### config.mk
export PLATFORM = sky130hd
export DESIGN_NAME = coin_acceptor
export DESIGN_NICKNAME = d
export VERILOG_FILES = /design/src/rtl/coin_acceptor.sv
export SDC_FILE = /design/constraint.sdc
export NUM_CORES = 1
export LEC_CHECK = 0
export BUFFER_PORTS_ARGS = -buffer_cell sky130_fd_sc_hd__buf_2
export CELL_PAD_IN_SITES_DETAIL_PLACEMENT = 2
export CELL_PAD_IN_SITES_GLOBAL_PLACEMENT = 2
export CORE_MARGIN = 1
export CORE_UTILIZATION = 35
export DETAILED_ROUTE_END_ITERATION = 8
export GPL_TIMING_DRIVEN = 0
export PLACE_DENSITY_LB_ADDON = 0.1
export SLEW_MARGIN = 20
export SYNTH_ARGS = -nofsm -noshare
export SYNTH_HDL_FRONTEND = slang
export SYNTH_SLANG_ARGS = --single-unit
### constraint.sdc
create_clock -name clk -period 2.7 [get_ports clk]
set_clock_uncertainty 0.2 [all_clocks]
set_input_delay 0.27 -clock clk [delete_from_list [all_inputs] [get_ports clk]]
set_output_delay 0.27 -clock clk [all_outputs]
set_load 0.01 [all_outputs]
### src/rtl/coin_acceptor.sv
// coin_acceptor: coin-sensor front end for the vending FSM.
//   raw sensors -> 2-FF synchronizers -> per-sensor debouncers -> rising-edge
//   classifier -> 4-entry coin FIFO -> IDLE/EMIT/GAP replay FSM -> `coin`.
// Optional build macro COIN_ACCEPTOR_STATS_EN adds the 8-bit `total` output,
// a modulo-256 running sum of emitted coin values.
module coin_acceptor #(
  parameter int DEBOUNCE = 4,  // consecutive differing samples to flip a level (>=2)
  parameter int GAP      = 1   // forced idle cycles after every emitted code (>=1)
) (
  input  logic       clk,
  input  logic       rst,        // asynchronous, active low
  input  logic       sense_5,
  input  logic       sense_10,
  output logic [1:0] coin,
  output logic       reject,
  output logic [2:0] fifo_count,
`ifdef COIN_ACCEPTOR_STATS_EN
  output logic [7:0] total,
`endif
  output logic       busy
);

  localparam int DB_W  = (DEBOUNCE < 2) ? 2 : $clog2(DEBOUNCE + 1);
  localparam int GAP_W = (GAP < 1) ? 1 : $clog2(GAP + 1);

  localparam logic [1:0] CODE_NONE = 2'b00;
  localparam logic [1:0] CODE_5    = 2'b01;
  localparam logic [1:0] CODE_10   = 2'b10;

  typedef enum logic [1:0] {
    S_IDLE = 2'd0,
    S_EMIT = 2'd1,
    S_GAP  = 2'd2
  } state_t;

  // ---------------------------------------------------------------------
  // Sensor front end: bit 0 is the 5-unit sensor, bit 1 the 10-unit one.
  // ---------------------------------------------------------------------
  logic [1:0] sense_raw;
  logic [1:0] rise;

  assign sense_raw = {sense_10, sense_5};

  genvar gi;
  generate
    for (gi = 0; gi < 2; gi++) begin : g_sensor
      logic            sync1_q;
      logic            sync2_q;
      logic            level_q;
      logic            level_d;
      logic            level_prev_q;
      logic [DB_W-1:0] cnt_q;
      logic [DB_W-1:0] cnt_d;

      // Two-stage synchronizer for the asynchronous raw sensor.
      always_ff @(posedge clk or negedge rst) begin
        if (!rst) begin
          sync1_q <= 1'b0;
          sync2_q <= 1'b0;
        end else begin
          sync1_q <= sense_raw[gi];
          sync2_q <= sync1_q;
        end
      end

      // Debounce: count consecutive samples disagreeing with the level; flip
      // on the DEBOUNCE-th one. An agreeing sample restarts the count.
      always_comb begin
        level_d = level_q;
        cnt_d   = '0;
        if (sync2_q != level_q) begin
          if (cnt_q == DB_W'(DEBOUNCE - 1)) begin
            level_d = ~level_q;
          end else begin
            cnt_d = cnt_q + 1'b1;
          end
        end
      end

      // Debounced level, its one-cycle-old copy, and the disagreement counter.
      always_ff @(posedge clk or negedge rst) begin
        if (!rst) begin
          level_q      <= 1'b0;
          level_prev_q <= 1'b0;
          cnt_q        <= '0;
        end else begin
          level_q      <= level_d;
          level_prev_q <= level_q;
          cnt_q        <= cnt_d;
        end
      end

      // A coin event is a debounced rising edge; falling edges are ignored.
      assign rise[gi] = level_q & ~level_prev_q;
    end
  endgenerate

  // ---------------------------------------------------------------------
  // Classification and FIFO control
  // ---------------------------------------------------------------------
  state_t     state_q;
  state_t     state_d;
  logic [2:0] count_q;
  logic [2:0] count_d;
  logic [1:0] wr_ptr_q;
  logic [1:0] wr_ptr_d;
  logic [1:0] rd_ptr_q;
  logic [1:0] rd_ptr_d;
  logic [1:0] mem_q [4];
  logic [1:0] head;

  logic       push_req;
  logic [1:0] push_code;
  logic       both_rise;
  logic       full;
  logic       pop;
  logic       push;
  logic       reject_q;
  logic       reject_d;

  // Decide what a same-cycle pair of sensor events means.
  always_comb begin
    push_req  = 1'b0;
    push_code = CODE_NONE;
    both_rise = 1'b0;
    case (rise)
      2'b01: begin
        push_req  = 1'b1;
        push_code = CODE_5;
      end
      2'b10: begin
        push_req  = 1'b1;
        push_code = CODE_10;
      end
      2'b11: both_rise = 1'b1;
      default: ;
    endcase
  end

  // The replay FSM pops whenever it is idle and something is buffered; a pop
  // frees a slot in the same cycle, so a push onto a full FIFO still lands.
  assign full = (count_q == 3'd4);
  assign pop  = (state_q == S_IDLE) && (count_q != 3'd0);
  assign push = push_req && (!full || pop);
  assign head = mem_q[rd_ptr_q];

  // Ambiguous (both sensors) or overflowing coins are handed back.
  always_comb begin
    reject_d = both_rise || (push_req && full && !pop);
  end

  // Pointer and occupancy bookkeeping.
  always_comb begin
    wr_ptr_d = wr_ptr_q;
    rd_ptr_d = rd_ptr_q;
    count_d  = count_q;
    if (push) begin
      wr_ptr_d = wr_ptr_q + 2'd1;
    end
    if (pop) begin
      rd_ptr_d = rd_ptr_q + 2'd1;
    end
    case ({push, pop})
      2'b10:   count_d = count_q + 3'd1;
      2'b01:   count_d = count_q - 3'd1;
      default: ;
    endcase
  end

  // FIFO control registers and the reject pulse.
  always_ff @(posedge clk or negedge rst) begin
    if (!rst) begin
      wr_ptr_q <= 2'd0;
      rd_ptr_q <= 2'd0;
      count_q  <= 3'd0;
      reject_q <= 1'b0;
    end else begin
      wr_ptr_q <= wr_ptr_d;
      rd_ptr_q <= rd_ptr_d;
      count_q  <= count_d;
      reject_q <= reject_d;
    end
  end

  // Coin storage; contents are don't-care while the count says empty, so
  // the array carries no reset.
  always_ff @(posedge clk) begin
    if (push) begin
      mem_q[wr_ptr_q] <= push_code;
    end
  end

  // ---------------------------------------------------------------------
  // Replay FSM: IDLE pops and loads `coin`, EMIT shows it for one cycle,
  // GAP forces GAP idle cycles before the next pop is allowed.
  // ---------------------------------------------------------------------
  logic [GAP_W-1:0] gap_cnt_q;
  logic [GAP_W-1:0] gap_cnt_d;
  logic [1:0]       coin_q;
  logic [1:0]       coin_d;

  // Next state, gap counter and the code to show next cycle.
  always_comb begin
    state_d   = state_q;
    gap_cnt_d = gap_cnt_q;
    coin_d    = CODE_NONE;
    case (state_q)
      S_IDLE: begin
        if (count_q != 3'd0) begin
          coin_d  = head;
          state_d = S_EMIT;
        end
      end
      S_EMIT: begin
        state_d   = S_GAP;
        gap_cnt_d = GAP_W'(GAP);
      end
      S_GAP: begin
        if (gap_cnt_q <= GAP_W'(1)) begin
          state_d   = S_IDLE;
          gap_cnt_d = '0;
        end else begin
          gap_cnt_d = gap_cnt_q - 1'b1;
        end
      end
      default: state_d = S_IDLE;
    endcase
  end

  // FSM state, gap counter and registered coin code.
  always_ff @(posedge clk or negedge rst) begin
    if (!rst) begin
      state_q   <= S_IDLE;
      gap_cnt_q <= '0;
      coin_q    <= CODE_NONE;
    end else begin
      state_q   <= state_d;
      gap_cnt_q <= gap_cnt_d;
      coin_q    <= coin_d;
    end
  end

`ifdef COIN_ACCEPTOR_STATS_EN
  logic [7:0] total_q;
  logic [7:0] total_d;

  // Add the coin value at the edge that enters EMIT, so `total` already
  // includes the coin while it is being shown.
  always_comb begin
    total_d = total_q;
    case (coin_d)
      CODE_5:  total_d = total_q + 8'd5;
      CODE_10: total_d = total_q + 8'd10;
      default: ;
    endcase
  end

  // Running total register, wraps modulo 256.
  always_ff @(posedge clk or negedge rst) begin
    if (!rst) begin
      total_q <= 8'd0;
    end else begin
      total_q <= total_d;
    end
  end

  assign total = total_q;
`endif

  assign coin       = coin_q;
  assign reject     = reject_q;
  assign fifo_count = count_q;
  assign busy       = (count_q != 3'd0) || (state_q != S_IDLE);

endmodule

==> summary.txt <==
Final layout
  • Fin nets: 129
  • Fin cells: 163
  • Most common cell after layout, fill and taps aside: dfrtp_1
  • Diodes inserted: 0
  • Filler cells: 366
  • Layout cell share with drive strength beyond 1: 26.1%
  • Register Area: 891 um2
  • Area Growth Syn to Fin: 16.8%
  • Multi-input logic area: 497 um2
  • Most frequent cells in the layout: 26 x dfrtp_1, 10 x ha_1, 10 x buf_2

Place
  • Inst Count DP: 151
  • Hpwl dp: 1670 um
  • IO buf count: 10
  • Worst slack, placed: 88.0 ps
  • Routability-driven placement congestion ratio: 0.674

Worst setup path
  • Critical Path Max Stage Delay: 410 ps
  • Critical path capture point type: flip-flop
  • Worst-path fanout max: 4
  • Critical Path Source Type: flip-flop
  • FF-to-FF Start: g_sensor[1].level_q
  • CP Class: flip-flop to flip-flop
  • Arr. time, crit path: 2470 ps
  • Crit-path cells: nand2b_1 -> inv_1 -> ha_1 -> a31oi_4 -> inv_1 -> ha_1 -> fa_1 -> xnor2_1 -> nor2_1 -> xor2_1
  • Reg2Reg Depth: 10
  • Worst endpoint required time: 2710 ps
  • Cell family with the largest share of critical-path delay: adder cells
  • Critical path buffer and inverter count: 2
  • Worst Setup SP: g_sensor[1].level_q
  • Crit-path slowest cell: dfrtp_1
  • Reg2Reg Setup Slack: 250 ps
  • Worst R2R End: fifo_count[2]

CTS
  • H-tree levels: 2
  • CTS Buf Count: 5
  • CTS tree: yes
  • CTS sink cnt: 34
  • Clk pin slew, worst setup/hold paths: 70 ps
  • CTS root buffer: clkbuf_8
  • CTS max path bufs: 2
  • Worst skew pair latency: 280 ps
  • Post-CTS sizing: 0

Global routing
  • Initial antenna violation count: 0
  • Largest net degree at the start of global routing: 27
  • Overflow after GRT: 0
  • First-pass GRT wire length: 4220 um
  • Vias in the first global route: 929
  • Total Routing Usage GR: 13.6%

Synth
  • Cell taking the most area after synthesis: dfrtp_1
  • Register area share after synthesis: 62.7%
  • Synth top area cells: dfrtp_1 46%, edfxtp_1 17%, ha_1 8.8%
  • Warnings, synthesis: 0
  • Synth top area share: 45.8%
  • Distinct cells, synth: 23
  • Syn nets: 108
  • Post-Syn Area: 1420 um2
  • Seq cells post-synth: 34
  • Mapped Avg Cell Area: 15.3 um2
  • Syn Inst Count: 93

STA
  • Worst setup margin: 245 ps
  • Final Cycle Share: 90.9%
  • Setup violations, final: 0
  • Fin crit period: 2450 ps
  • TNS Setup: 0 ps
  • Final hold vios: 0
  • RSZ-0062 raised after global routing: no
  • Relative slew slack: 61.0%
  • F_max: 407 MHz
  • Worst-Margin Slew: 584 ps
  • Final Max Slew Viols: 0

Drt
  • Initial DRC count: 24
  • Drt total wl: 2330 um
  • Pre-antenna DRT Iters: 2
  • Routed len/inst: 14.3 um
  • ANT nets after route: 0
  • DRC: 0
  • Via density: 4.66
  • DR vias: 760

Die
  • FP Rows: 22
  • Initial Util: 37.7%
  • Full die area: 4320 um2
  • Die width: 65.7 um
  • Chip height: 65.7 um
  • Core Area: 3770 um2
  • # IOs: 11

Hold path
  • Hold wc startpoint: g_sensor[0].sync1_q
  • Hold Path Class: flip-flop to flip-flop
  • Hold endpoint: g_sensor[0].sync2_q
  • Cell depth of the worst hold path: 0

Run
  • Max-Cap Viols: 0

Pwr
  • Max IR drop VDD: 347 uV
  • Pwr per Cell Area: 1270 nW/um2
  • Lkg Pwr: 0.764 nW

Run status
  • Status: finished, final reports clean
-- per-layer routing --
metal	global-route usage [%]	wire length, um	up-vias
li1	-	-	355
met1	15.1	992	388
met2	23.5	1210	12
met3	5.73	83	5
met4	4.08	41	0
met5	0	0	-
-- through the flow --
| stage | total power (W) | utilization (%) | cell area [um2] | hold WS, ps |
|---|---|---|---|---|
| floorplan | 0.00150 | - | 1420 | -226 |
| global placement | 0.00167 | 40.6 | 1530 | 106 |
| detailed placement | 0.00173 | 40.6 | 1530 | 117 |
| CTS | 0.00214 | 43.8 | 1650 | 154 |
| global route | 0.00230 | 44.0 | 1660 | 169 |
| finish | 0.00211 | 44.0 | 1660 | 150 |
-- Yosys cell counts --
library cell / n
a31oi_4: 1
a41o_1: 1
and2_1: 3
and2_2: 3
and2b_1: 1
buf_6: 1
dfrtp_1: 26
edfxtp_1: 8
fa_1: 1
ha_1: 10
inv_1: 6
mux2_2: 3
mux2_4: 1
mux4_2: 2
nand2b_1: 3
nor2_1: 3
nor2_2: 1
nor2b_1: 2
nor3_1: 3
nor3b_1: 5
or2_1: 1
xnor2_1: 5
xor2_1: 3
-- worst max path at each step --
stage                     cells past startpoint  slack, ps       endpoint
after floorplan                              10        330  fifo_count[2]
after global placement                       10        160  fifo_count[2]
after detailed placement                     10         90  fifo_count[2]
after CTS                                    10         40  fifo_count[2]
after global routing                         10         70  fifo_count[2]
final                                        10        250  fifo_count[2]
-- what timing repair did --
action | in CTS | in global routing
buffers inserted | 0 | 1
endpoints found under the setup margin | 0 | 1
endpoints found under the hold margin | 28 | 0
hold buffers | 3 | 0
-- registers in the layout (all words and copies together) (netlist names) --
name / count
g_sensor.level_q: 2
state_q: 2
rd_ptr_q: 2
fifo_count: 3
mem_q: 8
wr_ptr_q: 2
g_sensor.cnt_q: 6
g_sensor.level_prev_q: 2
g_sensor.sync1_q: 2
g_sensor.sync2_q: 2
coin: 2
reject: 1
-- worst register-to-register path: stages (launching register included) --
cell	delay (ps)
dfrtp_1	410
nand2b_1	110
inv_1	70
ha_1	330
a31oi_4	170
inv_1	60
ha_1	210
fa_1	390
xnor2_1	140
nor2_1	130
xor2_1	160
-- power by group --
| part | leakage [nW] | total (W) | switching (W) | internal, W |
|---|---|---|---|---|
| Sequential | 0.396 | 0.000871 | 0.000131 | 0.000741 |
| Clock | 0.0482 | 0.000380 | 0.000174 | 0.000206 |
| Combinational | 0.320 | 0.000862 | 0.000416 | 0.000446 |
-- cell type report --
cell class,instances,share of cell area (%)
clock inverters,1,0.301
repair buffers,14,5.28
plain buffers,1,0.678
multi-input cells,52,29.9
clock buffers,7,5.20
inverters,6,1.36
flip-flops and latches,34,53.7
well taps,48,3.62
-- logic make-up after synthesis --
logic type,after synthesis,share of synthesized area (%)
compound gates,2,2.20
flops,34,62.7
buf+inv,7,2.38
fa+ha+maj,11,10.2
xor+xnor,8,4.93
simple gates,25,11.0
mux,6,6.60
No activity file was read; power rests on OpenSTA's default activity.
